$ cat src/rtl/approx_mul_err_monitor.sv
// Error-distance monitor for an approximate 8x8 multiplier: 4-stage pipeline, windowed statistics.
// Optional sum of squared error distances enabled with APPROX_MUL_ERR_SQ_EN.
module approx_mul_err_monitor #(
    parameter int WINDOW_LOG2 = 8
) (
    input  logic                     clk,
    input  logic                     rst,
    input  logic                     in_valid,
    output logic                     in_ready,
    input  logic [7:0]               x,
    input  logic [7:0]               y,
    input  logic [15:0]              z,
    input  logic                     clear,
    output logic                     out_valid,
    input  logic                     out_ready,
    output logic [15+WINDOW_LOG2:0]  sum_ed,
    output logic [15:0]              max_ed,
    output logic [WINDOW_LOG2:0]     err_cnt
`ifdef APPROX_MUL_ERR_SQ_EN
    ,
    output logic [31+WINDOW_LOG2:0]  sum_sq_ed
`endif
);

    typedef enum logic [1:0] {ACCUM, DRAIN, REPORT} state_e;

    localparam logic [WINDOW_LOG2:0] WIN_CNT = {1'b1, {WINDOW_LOG2{1'b0}}};

    state_e                    state_q, state_d;
    logic [WINDOW_LOG2:0]      cnt_q, cnt_d;
    logic                      s1_v_q, s1_v_d;
    logic [7:0]                x1_q, x1_d;
    logic [7:0]                y1_q, y1_d;
    logic [15:0]               z1_q, z1_d;
    logic                      s2_v_q, s2_v_d;
    logic [15:0]               prod2_q, prod2_d;
    logic [15:0]               z2_q, z2_d;
    logic                      s3_v_q, s3_v_d;
    logic [15:0]               ed3_q, ed3_d;
    logic [15+WINDOW_LOG2:0]   sum_q, sum_d;
    logic [15:0]               max_q, max_d;
    logic [WINDOW_LOG2:0]      err_q, err_d;
    logic                      accept;
`ifdef APPROX_MUL_ERR_SQ_EN
    logic [31+WINDOW_LOG2:0]   sq_q, sq_d;
    logic [31:0]               ed_sq;
`endif

    assign in_ready  = (state_q == ACCUM);
    assign out_valid = (state_q == REPORT);
    assign accept    = in_valid && in_ready && !clear;
    assign sum_ed    = sum_q;
    assign max_ed    = max_q;
    assign err_cnt   = err_q;
`ifdef APPROX_MUL_ERR_SQ_EN
    assign sum_sq_ed = sq_q;
    assign ed_sq     = {16'b0, ed3_q} * {16'b0, ed3_q};
`endif

    always_comb begin
        state_d = state_q;
        cnt_d   = cnt_q;
        s1_v_d  = accept;
        x1_d    = x;
        y1_d    = y;
        z1_d    = z;
        s2_v_d  = s1_v_q;
        prod2_d = {8'b0, x1_q} * {8'b0, y1_q};
        z2_d    = z1_q;
        s3_v_d  = s2_v_q;
        ed3_d   = (prod2_q >= z2_q) ? (prod2_q - z2_q) : (z2_q - prod2_q);
        sum_d   = sum_q;
        max_d   = max_q;
        err_d   = err_q;
`ifdef APPROX_MUL_ERR_SQ_EN
        sq_d    = sq_q;
`endif

        if (s3_v_q) begin
            sum_d = sum_q + (16+WINDOW_LOG2)'(ed3_q);
            if (ed3_q > max_q) max_d = ed3_q;
            if (ed3_q != 16'd0) err_d = err_q + (WINDOW_LOG2+1)'(1);
`ifdef APPROX_MUL_ERR_SQ_EN
            sq_d = sq_q + (32+WINDOW_LOG2)'(ed_sq);
`endif
        end

        unique case (state_q)
            ACCUM: begin
                if (accept) begin
                    cnt_d = cnt_q + (WINDOW_LOG2+1)'(1);
                    if (cnt_d == WIN_CNT) state_d = DRAIN;
                end
            end
            DRAIN: begin
                // Nothing new enters while draining, so a lone stage-3 sample is the last one
                if (s3_v_q && !s2_v_q && !s1_v_q) state_d = REPORT;
            end
            REPORT: begin
                if (out_ready) begin
                    state_d = ACCUM;
                    cnt_d   = '0;
                    sum_d   = '0;
                    max_d   = '0;
                    err_d   = '0;
`ifdef APPROX_MUL_ERR_SQ_EN
                    sq_d    = '0;
`endif
                end
            end
            default: state_d = ACCUM;
        endcase

        if (clear) begin
            state_d = ACCUM;
            cnt_d   = '0;
            s1_v_d  = 1'b0;
            s2_v_d  = 1'b0;
            s3_v_d  = 1'b0;
            sum_d   = '0;
            max_d   = '0;
            err_d   = '0;
`ifdef APPROX_MUL_ERR_SQ_EN
            sq_d    = '0;
`endif
        end
    end

    always_ff @(posedge clk) begin
        if (rst) begin
            state_q <= ACCUM;
            cnt_q   <= '0;
            s1_v_q  <= 1'b0;
            x1_q    <= '0;
            y1_q    <= '0;
            z1_q    <= '0;
            s2_v_q  <= 1'b0;
            prod2_q <= '0;
            z2_q    <= '0;
            s3_v_q  <= 1'b0;
            ed3_q   <= '0;
            sum_q   <= '0;
            max_q   <= '0;
            err_q   <= '0;
`ifdef APPROX_MUL_ERR_SQ_EN
            sq_q    <= '0;
`endif
        end else begin
            state_q <= state_d;
            cnt_q   <= cnt_d;
            s1_v_q  <= s1_v_d;
            x1_q    <= x1_d;
            y1_q    <= y1_d;
            z1_q    <= z1_d;
            s2_v_q  <= s2_v_d;
            prod2_q <= prod2_d;
            z2_q    <= z2_d;
            s3_v_q  <= s3_v_d;
            ed3_q   <= ed3_d;
            sum_q   <= sum_d;
            max_q   <= max_d;
            err_q   <= err_d;
`ifdef APPROX_MUL_ERR_SQ_EN
            sq_q    <= sq_d;
`endif
        end
    end

endmodule

$ cat config.mk
export PLATFORM = sky130hd
export DESIGN_NAME = approx_mul_err_monitor
export DESIGN_NICKNAME = d
export VERILOG_FILES = /design/src/rtl/approx_mul_err_monitor.sv
export SDC_FILE = /design/constraint.sdc
export NUM_CORES = 1
export LEC_CHECK = 0
export ABC_CLOCK_PERIOD_IN_PS = 4500
export BUFFER_PORTS_ARGS = -buffer_cell sky130_fd_sc_hd__buf_2
export CORE_MARGIN = 2
export CORE_UTILIZATION = 45
export CTS_CLUSTER_SIZE = 10
export DETAILED_ROUTE_END_ITERATION = 8
export GPL_TIMING_DRIVEN = 1
export HOLD_SLACK_MARGIN = 0.12
export PLACE_DENSITY = 0.71
export SETUP_SLACK_MARGIN = 0.4
export SKIP_CTS_REPAIR_TIMING = 1
export SLEW_MARGIN = 20
export SYNTH_ARGS = -nofsm -noshare
export SYNTH_HDL_FRONTEND = slang
export SYNTH_SLANG_ARGS = --single-unit
export TNS_END_PERCENT = 50
$ cat constraint.sdc
create_clock -name clk -period 4.5 [get_ports clk]
set_clock_uncertainty 0.1 [all_clocks]
set_input_delay 0.225 -clock clk [delete_from_list [all_inputs] [get_ports clk]]
set_output_delay 0.225 -clock clk [all_outputs]
set_load 0.03 [all_outputs]
==> impl_metrics.tcl, run 1 <==
set metrics [dict create \
    hold_class "primary input to flop" \
    place_ws_ns 0.07510 \
    p_leak_nw 4.943 \
    timing.final.ws_setup_ns 0.4554 \
    firstDrtPassIters 5 \
    period_needed_ns 4.045 \
    die_w_um 147.8 \
    crit_path_end_kind "flop" \
    detail_route.vias_per_cell 5.082 \
    start_kind "flop" \
    power_density_nw_per_um2 340.4 \
    drtIter0Drc 315 \
    design.core.area_um2 20230 \
    fillCellCount 1757 \
    syn_nets 1242 \
    peakVddDrop_uv 262.3 \
    drive_above_1_share_pct 15.67 \
    final_cell_mix "dfxtp_1 (129), nor2_1 (113), inv_1 (109)" \
    grt_first_pass_wirelength_um 32230 \
    critPathRequiredTime_ns 4.69 \
    area_delta_synth_final_pct 20.11 \
    cts.path.max_buffers 2 \
    n_antenna_cell 0 \
    setup_viol 0 \
    seq_area_um2 2915 \
    grt-ovfl-total 0 \
    relSlewSlack_pct 41.65 \
    die_area_um2 21840 \
    clk_pin_slew_worst_paths_ns 0.06 \
    synth_edf_count 0 \
    dp_hpwl_um 14580 \
    regToRegStartpoint "x1_q[2]" \
    synth_ff_type "dfxtp_1" \
    fin_nets 1364 \
    synth.area.top_cells "dfxtp_1 (31%), ha_1 (14%), fa_1 (8.4%), inv_1 (4.6%), nor2_1 (4.6%)" \
    yosys_warnings 0 \
    tns_ns 0 \
    initial_core_util_pct 45.98 \
    ios 88 \
    final_common_cell "dfxtp_1" \
    multi_input_area_um2 6051 \
    placementRows 52 \
    post-route-period-util_pct 89.88 \
    die_h_um 147.8 \
    ys_async_sr_fraction_pct 0 \
    syn_area_um2 9304 \
    final_max_slew_viol_count 0 \
    ys_types 62 \
    port_buffers 87 \
    maxCapViolations 0 \
    hp-start "clear" \
    cts_tree "built" \
    vias 7471 \
    tightest_slew_ns 0.8732 \
    cp_max_fo 8 \
    grt_pass1_vias 7000 \
    finalHoldViolCount 0 \
    antenna_left 0 \
    antenna_found_initial 0 \
    syn_area_per_cell_um2 8.736 \
    synth_area_leader_cell "dfxtp_1" \
    status "completed" \
    clock-sinks 143 \
    cts-buffers-inserted 17 \
    post_drt_wl_per_cell_um 13.53 \
    clk_latency_ns 0.43 \
    cts.htree.levels 4 \
    place_congestion 0.8520 \
    max_freq_mhz 247.2 \
    cp.arrival_ns 4.23 \
    crit_type "flop to flop" \
    cp-startpoint "x1_q[2]" \
    grt_max_degree 86 \
    clock-root-buffer "clkbuf_16" \
    rsz0062_at_grt "yes" \
    netlist_instances 1065 \
    drc 0 \
    drt-total-wl_um 19900 \
    track_usage_pct 18.03 \
    synth.top_cell.area_share_pct 30.77 \
    ys_ff_latch 143 \
    synth_seq_area_share_pct 30.77 \
]
[through the flow]
step / cell area, µm² / power (W) / hold slack, ns / util [%] / instances
after floorplan: 9326 / 0.002164 / 0.2530 / - / 1065
after global placement: 10000 / 0.002349 / 0.3197 / 49.42 / 1396
after detailed placement: 10000 / 0.002369 / 0.3212 / 49.42 / 1396
after CTS: 10580 / 0.003775 / -0.1103 / 52.30 / 1428
after global routing: 11170 / 0.004028 / 0.1635 / 55.23 / 1470
final: 11170 / 0.003804 / 0.1444 / 55.23 / 1470
[routing by layer]
layer / vias up / GRT usage [%] / share of wire [%]
li1: 3821 / - / -
met1: 3459 / 23.05 / 47
met2: 151 / 30.37 / 47
met3: 40 / 3.611 / 3.7
met4: 0 / 6.298 / 2.4
met5: - / 0 / 0
[cells in the mapped netlist (all sizes together), types with 2 or more instances]
| cell type | count |
|---|---|
| a41oi | 3 |
| fa | 39 |
| o21a | 11 |
| nor2b | 61 |
| nand3 | 18 |
| nor2 | 113 |
| nor4b | 2 |
| and2 | 53 |
| a21oi | 53 |
| buf | 12 |
| nand4b | 2 |
| a211oi | 6 |
| o21bai | 2 |
| a21boi | 2 |
| or3 | 11 |
| mux2i | 35 |
| mux2 | 5 |
| and4 | 4 |
| nand2b | 6 |
| or2 | 3 |
| clkbuf | 17 |
| inv | 114 |
| a22oi | 2 |
| and3 | 10 |
| dfxtp | 143 |
| o31a | 4 |
| o21ai | 42 |
| xor2 | 18 |
| o211ai | 4 |
| nand3b | 6 |
| o41ai | 2 |
| a31oi | 8 |
| ha | 101 |
| o2111ai | 2 |
| o311ai | 2 |
| o31ai | 3 |
| xnor2 | 22 |
| nand2 | 59 |
| nor3 | 19 |
| a21o | 16 |
| nand4 | 10 |
| nor4 | 7 |
[path summary, 6_finish.rpt]
kind                               endpoint  cells past startpoint  slack [ns]
worst min-delay path               cnt_q[3]                      4        0.14
worst max register to register  prod2_q[15]                     15        0.46
worst min register to register      z2_q[2]                      1        0.34
worst max-delay path            prod2_q[15]                     15        0.46
[cell families after synthesis]
kind of cell             share of synthesized area [%]
XOR/XNOR                                         3.765
adder cells (fa/ha/maj)                          21.97
AND/OR/NAND/NOR                                  21.41
multiplexers                                     4.371
AO/OA/AOI/OAI                                    11.77
buffers and inverters                            5.944
flip-flops                                       30.77
[power breakdown]
part           switching (W)  internal [W]  total [W]
Clock               0.000600      0.000794    0.00139
Sequential         0.0000933       0.00134    0.00144
Combinational       0.000523      0.000452   0.000975
[worst max-delay path, cell delays in order, from the launching register on]
cell and delay, ns:
dfxtp_4 0.40, nand2_4 0.06, fa_1 0.51, fa_1 0.53, inv_2 0.04, fa_1 0.47, inv_1 0.05, fa_1 0.49
inv_2 0.05, ha_4 0.23, a21boi_2 0.17, o211ai_1 0.28, a21oi_2 0.12, o31ai_2 0.22, xnor2_1 0.14, nor2_1 0.05
[layout make-up]
type | instances | share of cell area, %
Clock buffer | 18 | 3.930
Sequential cell | 143 | 26.09
Timing Repair Buffer | 132 | 7.703
Inverter | 114 | 3.829
Clock inverter | 14 | 1.276
Tap cell | 270 | 3.023
Multi-Input combinational cell | 779 | 54.15
[state kept, by name (all words and copies together) (netlist names), 9 cells and up]
register	cells
sum_ed	24
ed3_q	16
max_ed	16
prod2_q	16
z1_q	16
z2_q	16
cnt_q	9
err_cnt	9
(Power assumes the default switching activity.)
==> run 2, diff against run 1 <==
--- a/config.mk
+++ b/config.mk
@@ -7,6 +7,7 @@
 export LEC_CHECK = 0
 export ABC_CLOCK_PERIOD_IN_PS = 4500
 export BUFFER_PORTS_ARGS = -buffer_cell sky130_fd_sc_hd__buf_2
+export CAP_MARGIN = 20
 export CORE_MARGIN = 2
 export CORE_UTILIZATION = 45
 export CTS_CLUSTER_SIZE = 10
@@ -14,7 +15,7 @@
 export GPL_TIMING_DRIVEN = 1
 export HOLD_SLACK_MARGIN = 0.12
 export PLACE_DENSITY = 0.71
-export SETUP_SLACK_MARGIN = 0.4
+export SETUP_SLACK_MARGIN = 0.5
 export SKIP_CTS_REPAIR_TIMING = 1
 export SLEW_MARGIN = 20
 export SYNTH_ARGS = -nofsm -noshare
==> run 2 against run 1 <==
Against the previous run:
- clock power about the same
- worst setup slack about the same
- maximum frequency about the same
- power grew 0.29%
- critical endpoint unchanged
- largest power group unchanged
- register-to-register slack hardly changed
==> impl_metrics.tcl, run 2 (same netlist as run 1, synthesis figures left out) <==
set metrics [dict create \
    status "completed" \
    antenna_found_initial 0 \
    cp-startpoint "y1_q[4]" \
    port_buffers 87 \
    tightest_slew_ns 0.7562 \
    n_antenna_cell 0 \
    maxCapViolations 0 \
    die_w_um 147.8 \
    grt-ovfl-total 0 \
    firstDrtPassIters 5 \
    regToRegSetupSlack_ns 0.46 \
    antenna_left 0 \
    power_density_nw_per_um2 341.5 \
    grt_first_pass_wirelength_um 32270 \
    cpMaxStageDelayCell "fa_2" \
    area_delta_synth_final_pct 20.09 \
    placed_area_um2 10020 \
    drc 0 \
    dp_hpwl_um 14430 \
    finalHoldViolCount 0 \
    cts.path.max_buffers 2 \
    clk_latency_ns 0.43 \
    vias 7444 \
    drt-total-wl_um 19850 \
    worst-path-buf-inv 2 \
    cp_max_fo 8 \
    p_leak_nw 4.925 \
    initial_core_util_pct 45.98 \
    relSlewSlack_pct 49.46 \
    largest_reg_flops 24 \
    crit_path_end_kind "flop" \
    cp.depth 16 \
    post_drt_wl_per_cell_um 13.53 \
    crit_type "flop to flop" \
    rsz0062_at_grt "yes" \
    cp.arrival_ns 4.24 \
    place_congestion 0.8688 \
    design.core.area_um2 20230 \
    final_common_cell "dfxtp_1" \
    cp_top_family "adder cells" \
    drtIter0Drc 335 \
    setup_viol 0 \
    track_usage_pct 18.10 \
    clock-sinks 143 \
    cts.htree.levels 4 \
    r2r_cells 16 \
    placementRows 52 \
    r2r_end "prod2_q[15]" \
    post-route-period-util_pct 89.89 \
    clk_pin_slew_worst_paths_ns 0.06 \
    final_max_slew_viol_count 0 \
    regToRegStartpoint "y1_q[4]" \
    final_cell_mix "dfxtp_1 (130), nor2_1 (113), inv_1 (109)" \
    ios 88 \
    die_h_um 147.8 \
    cts-buffers-inserted 17 \
    fin_nets 1361 \
    path_cells "and2_1, fa_2, ha_1, ha_1, inv_1, fa_1, inv_1, ha_4, nor2b_1, o21ai_4, a21boi_4, o211ai_1, a21oi_2, o31ai_2, xnor2_1, nor2_1" \
    grt_pass1_vias 6960 \
    cp-endpoint "prod2_q[15]" \
    cts_tree "built" \
    design_area_um2 11170 \
    grt_max_degree 61 \
    detail_route.vias_per_cell 5.074 \
    drive_above_1_share_pct 15.46 \
    critPathRequiredTime_ns 4.69 \
    period_needed_ns 4.045 \
    clock-root-buffer "clkbuf_16" \
    hold_class "primary input to flop" \
    start_kind "flop" \
    cp_slowest_stage_delay_ns 0.57 \
    tns_ns 0 \
    peakVddDrop_uv 302.7 \
    max_freq_mhz 247.2 \
    die_area_um2 21840 \
]
==> run 2: metrics by stage <==
stage | utilization [%] | instances | worst slack [ns] | total power [W] | hold WS [ns]
2_1_floorplan | - | 1065 | 0.4365 | 0.002167 | 0.2530
3_3_place_gp | 49.51 | 1396 | 0.2317 | 0.002350 | 0.3170
3_5_place_dp | 49.51 | 1396 | 0.1722 | 0.002374 | 0.3239
4_1_cts | 52.41 | 1428 | 0.1366 | 0.003788 | -0.1114
5_1_grt | 55.22 | 1467 | 0.2765 | 0.004045 | 0.1318
6_report | 55.22 | 1467 | 0.4552 | 0.003815 | 0.1203
==> run 2: worst min-delay path: cells and delay by family <==
family	cells	cell delay, ns
buffers and inverters	1	0.14
and+or+nand+nor	2	0.23
==> run 2: final cells by class <==
class	count	area (µm²)
Fill cell	1766	9061
Multi-Input combinational cell	779	6077
Sequential cell	143	2912
Timing Repair Buffer	129	833.3
Clock buffer	18	429.2
Inverter	114	427.9
Tap cell	270	337.8
Clock inverter	14	156.4
==> run 2: report_power, final <==
| part | switching (W) | internal (W) | total (W) | leakage [nW] |
|---|---|---|---|---|
| Clock | 0.000574 | 0.000825 | 0.00140 | 0.275 |
| Sequential | 0.0000932 | 0.00134 | 0.00144 | 1.18 |
| Combinational | 0.000527 | 0.000454 | 0.000981 | 3.47 |
==> run 2: how the worst min path moves through the flow <==
stage / from / endpoint / cells past startpoint
CTS: x[2] / x1_q[2] / 2
detailed placement: z1_q[1] / z2_q[1] / 1
global placement: z1_q[10] / z2_q[10] / 1
global route: clear / s2_v_q / 3
floorplan: x[0] / x1_q[0] / 1
finish: clear / s3_v_q / 3
==> run 2: routing by layer <==
metal / routed length [µm] / GRT usage, % / share of wire [%] / vias up
met5: 0 / 0 / 0 / -
met4: 281 / 5.769 / 1.4 / 0
met3: 653 / 3.457 / 3.3 / 20
met2: 9653 / 31.51 / 49 / 147
met1: 9260 / 22.63 / 47 / 3458
li1: - / - / - / 3819
==> run 3, diff against run 2 <==
--- a/config.mk
+++ b/config.mk
@@ -8,13 +8,16 @@
 export ABC_CLOCK_PERIOD_IN_PS = 4500
 export BUFFER_PORTS_ARGS = -buffer_cell sky130_fd_sc_hd__buf_2
 export CAP_MARGIN = 20
+export CELL_PAD_IN_SITES_DETAIL_PLACEMENT = 1
+export CELL_PAD_IN_SITES_GLOBAL_PLACEMENT = 1
 export CORE_MARGIN = 2
-export CORE_UTILIZATION = 45
+export CORE_UTILIZATION = 42
 export CTS_CLUSTER_SIZE = 10
 export DETAILED_ROUTE_END_ITERATION = 8
 export GPL_TIMING_DRIVEN = 1
 export HOLD_SLACK_MARGIN = 0.12
-export PLACE_DENSITY = 0.71
+export PLACE_DENSITY = 0.83
+export REMOVE_ABC_BUFFERS = 1
 export SETUP_SLACK_MARGIN = 0.5
 export SKIP_CTS_REPAIR_TIMING = 1
 export SLEW_MARGIN = 20
==> run 3 against run 2 <==
Against the previous run:
- non-clock buffer count increased by 5
- largest cell class unchanged
- count of clock-buffer cells in the layout did not move
- clock power about the same
- critical path type unchanged
- critical path depth shrank 1
- sequential power about the same
- sequential share of layout area fell by 0.15 points
- die area rose by 6.9%
==> impl_metrics.tcl, run 3 (same netlist as run 1, synthesis figures left out) <==
set metrics [dict create \
    vias 7742 \
    grt_pass1_vias 7901 \
    clock-root-buffer "clkbuf_16" \
    hold_class "primary input to flop" \
    final_cell_mix "dfxtp_1 (130), nor2_1 (113), inv_1 (107)" \
    rsz0062_at_grt "yes" \
    peakVddDrop_uv 248.5 \
    clock-sinks 143 \
    clk_latency_ns 0.43 \
    track_usage_pct 19.48 \
    clk_pin_slew_worst_paths_ns 0.07 \
    critPathRequiredTime_ns 4.69 \
    crit_type "flop to flop" \
    area_delta_synth_final_pct 20.45 \
    power_density_nw_per_um2 342.7 \
    die_h_um 152.8 \
    design.core.area_um2 21760 \
    relSlewSlack_pct 40.47 \
    cts.path.max_buffers 2 \
    largest_reg_flops 24 \
    crit_path_end_kind "flop" \
    drive_above_1_share_pct 16.15 \
    fin_nets 1366 \
    final_common_cell "dfxtp_1" \
    n_antenna_cell 0 \
    post_drt_wl_per_cell_um 16.37 \
    initial_core_util_pct 42.77 \
    cp_max_fo 6 \
    cts_tree "built" \
    drtIter0Drc 304 \
    firstDrtPassIters 4 \
    setup_viol 0 \
    cp.arrival_ns 4.48 \
    grt_first_pass_wirelength_um 37550 \
    die_w_um 152.8 \
    p_leak_nw 4.951 \
    grt_max_degree 55 \
    detail_route.vias_per_cell 5.228 \
    dp_hpwl_um 17150 \
    max_freq_mhz 233.1 \
    finalHoldViolCount 0 \
    cts-buffers-inserted 17 \
    instances_no_fill 1481 \
    antenna_left 0 \
    grt-ovfl-total 0 \
    drt-total-wl_um 24250 \
    utilization_pct 51.51 \
    start_kind "flop" \
    dp.cells 1410 \
    place_congestion 0.8548 \
    placementRows 54 \
    antenna_found_initial 1 \
    die_area_um2 23360 \
    ios 88 \
    tns_ns 0 \
    regToRegSetupSlack_ns 0.21 \
    period_needed_ns 4.291 \
    final_max_slew_viol_count 0 \
    post-route-period-util_pct 95.35 \
    status "completed" \
    maxCapViolations 0 \
    drc 0 \
    tightest_slew_ns 0.8909 \
    cts.htree.levels 4 \
    port_buffers 87 \
]
## run 3: changes by cell type in the layout (fill, tap and decap cells not counted), moves of 2 or more
| cell | before | now |
|---|---|---|
| buf_4 | 9 | 12 |
| inv_2 | 5 | 7 |
| dfxtp_2 | 0 | 3 |
| clkinv_4 | 1 | 3 |
| dfxtp_4 | 13 | 10 |
| nand2_1 | 56 | 54 |
| inv_1 | 109 | 107 |
## run 3: metal layers
metal	track usage, %	part of all wire [%]
met1	22.88	43
met2	36.11	52
met3	4.168	3.0
met4	4.630	1.3
met5	0	0.045
## run 3: critical path: stages (launching register included)
cell and delay, ns:
dfxtp_1 0.39, buf_4 0.18, and2_1 0.17, fa_1 0.45, fa_1 0.48, fa_1 0.53
inv_1 0.06, fa_1 0.53, inv_1 0.05, ha_2 0.19, and2_1 0.15, o21ai_1 0.20
o21ai_2 0.11, o41ai_2 0.37, xnor2_1 0.16, nor2_1 0.05
## run 3: stage by stage
stage | power [W] | setup slack, ns | instance area [µm²] | hold WS, ns
finish | 0.003841 | 0.2091 | 11210 | 0.1328
global route | 0.004055 | 0.07903 | 11210 | 0.1346
CTS | 0.003791 | -0.06311 | 10600 | -0.1096
detailed placement | 0.002395 | -0.04599 | 10030 | 0.3239
global placement | 0.002346 | 0.1218 | 10020 | 0.3159
floorplan | 0.002137 | 0.3536 | 9179 | 0.1917
## run 3: worst paths after layout
check	start	endpoint	cells after the start
setup reg to reg	y1_q[6]	prod2_q[14]	15
hold / removal	rst	s3_v_q	3
hold reg to reg	z1_q[2]	z2_q[2]	1
setup / recovery	y1_q[6]	prod2_q[14]	15
## run 3: power by group
group / total, W / switching (W) / internal, W
clock: 0.00137 / 0.000593 / 0.000782
sequential: 0.00144 / 0.0000958 / 0.00134
combinational: 0.00103 / 0.000561 / 0.000466
total: 0.00384 / 0.00125 / 0.00259
## run 3: area by class of cell
| cell class | instances | area [µm²] |
|---|---|---|
| Clock inverter | 13 | 127.6 |
| Multi-Input combinational cell | 779 | 6081 |
| Tap cell | 280 | 350.3 |
| Timing Repair Buffer | 134 | 877.1 |
| Inverter | 114 | 427.9 |
| Fill cell | 2535 | 10550 |
| Clock buffer | 18 | 439.2 |
| Sequential cell | 143 | 2904 |
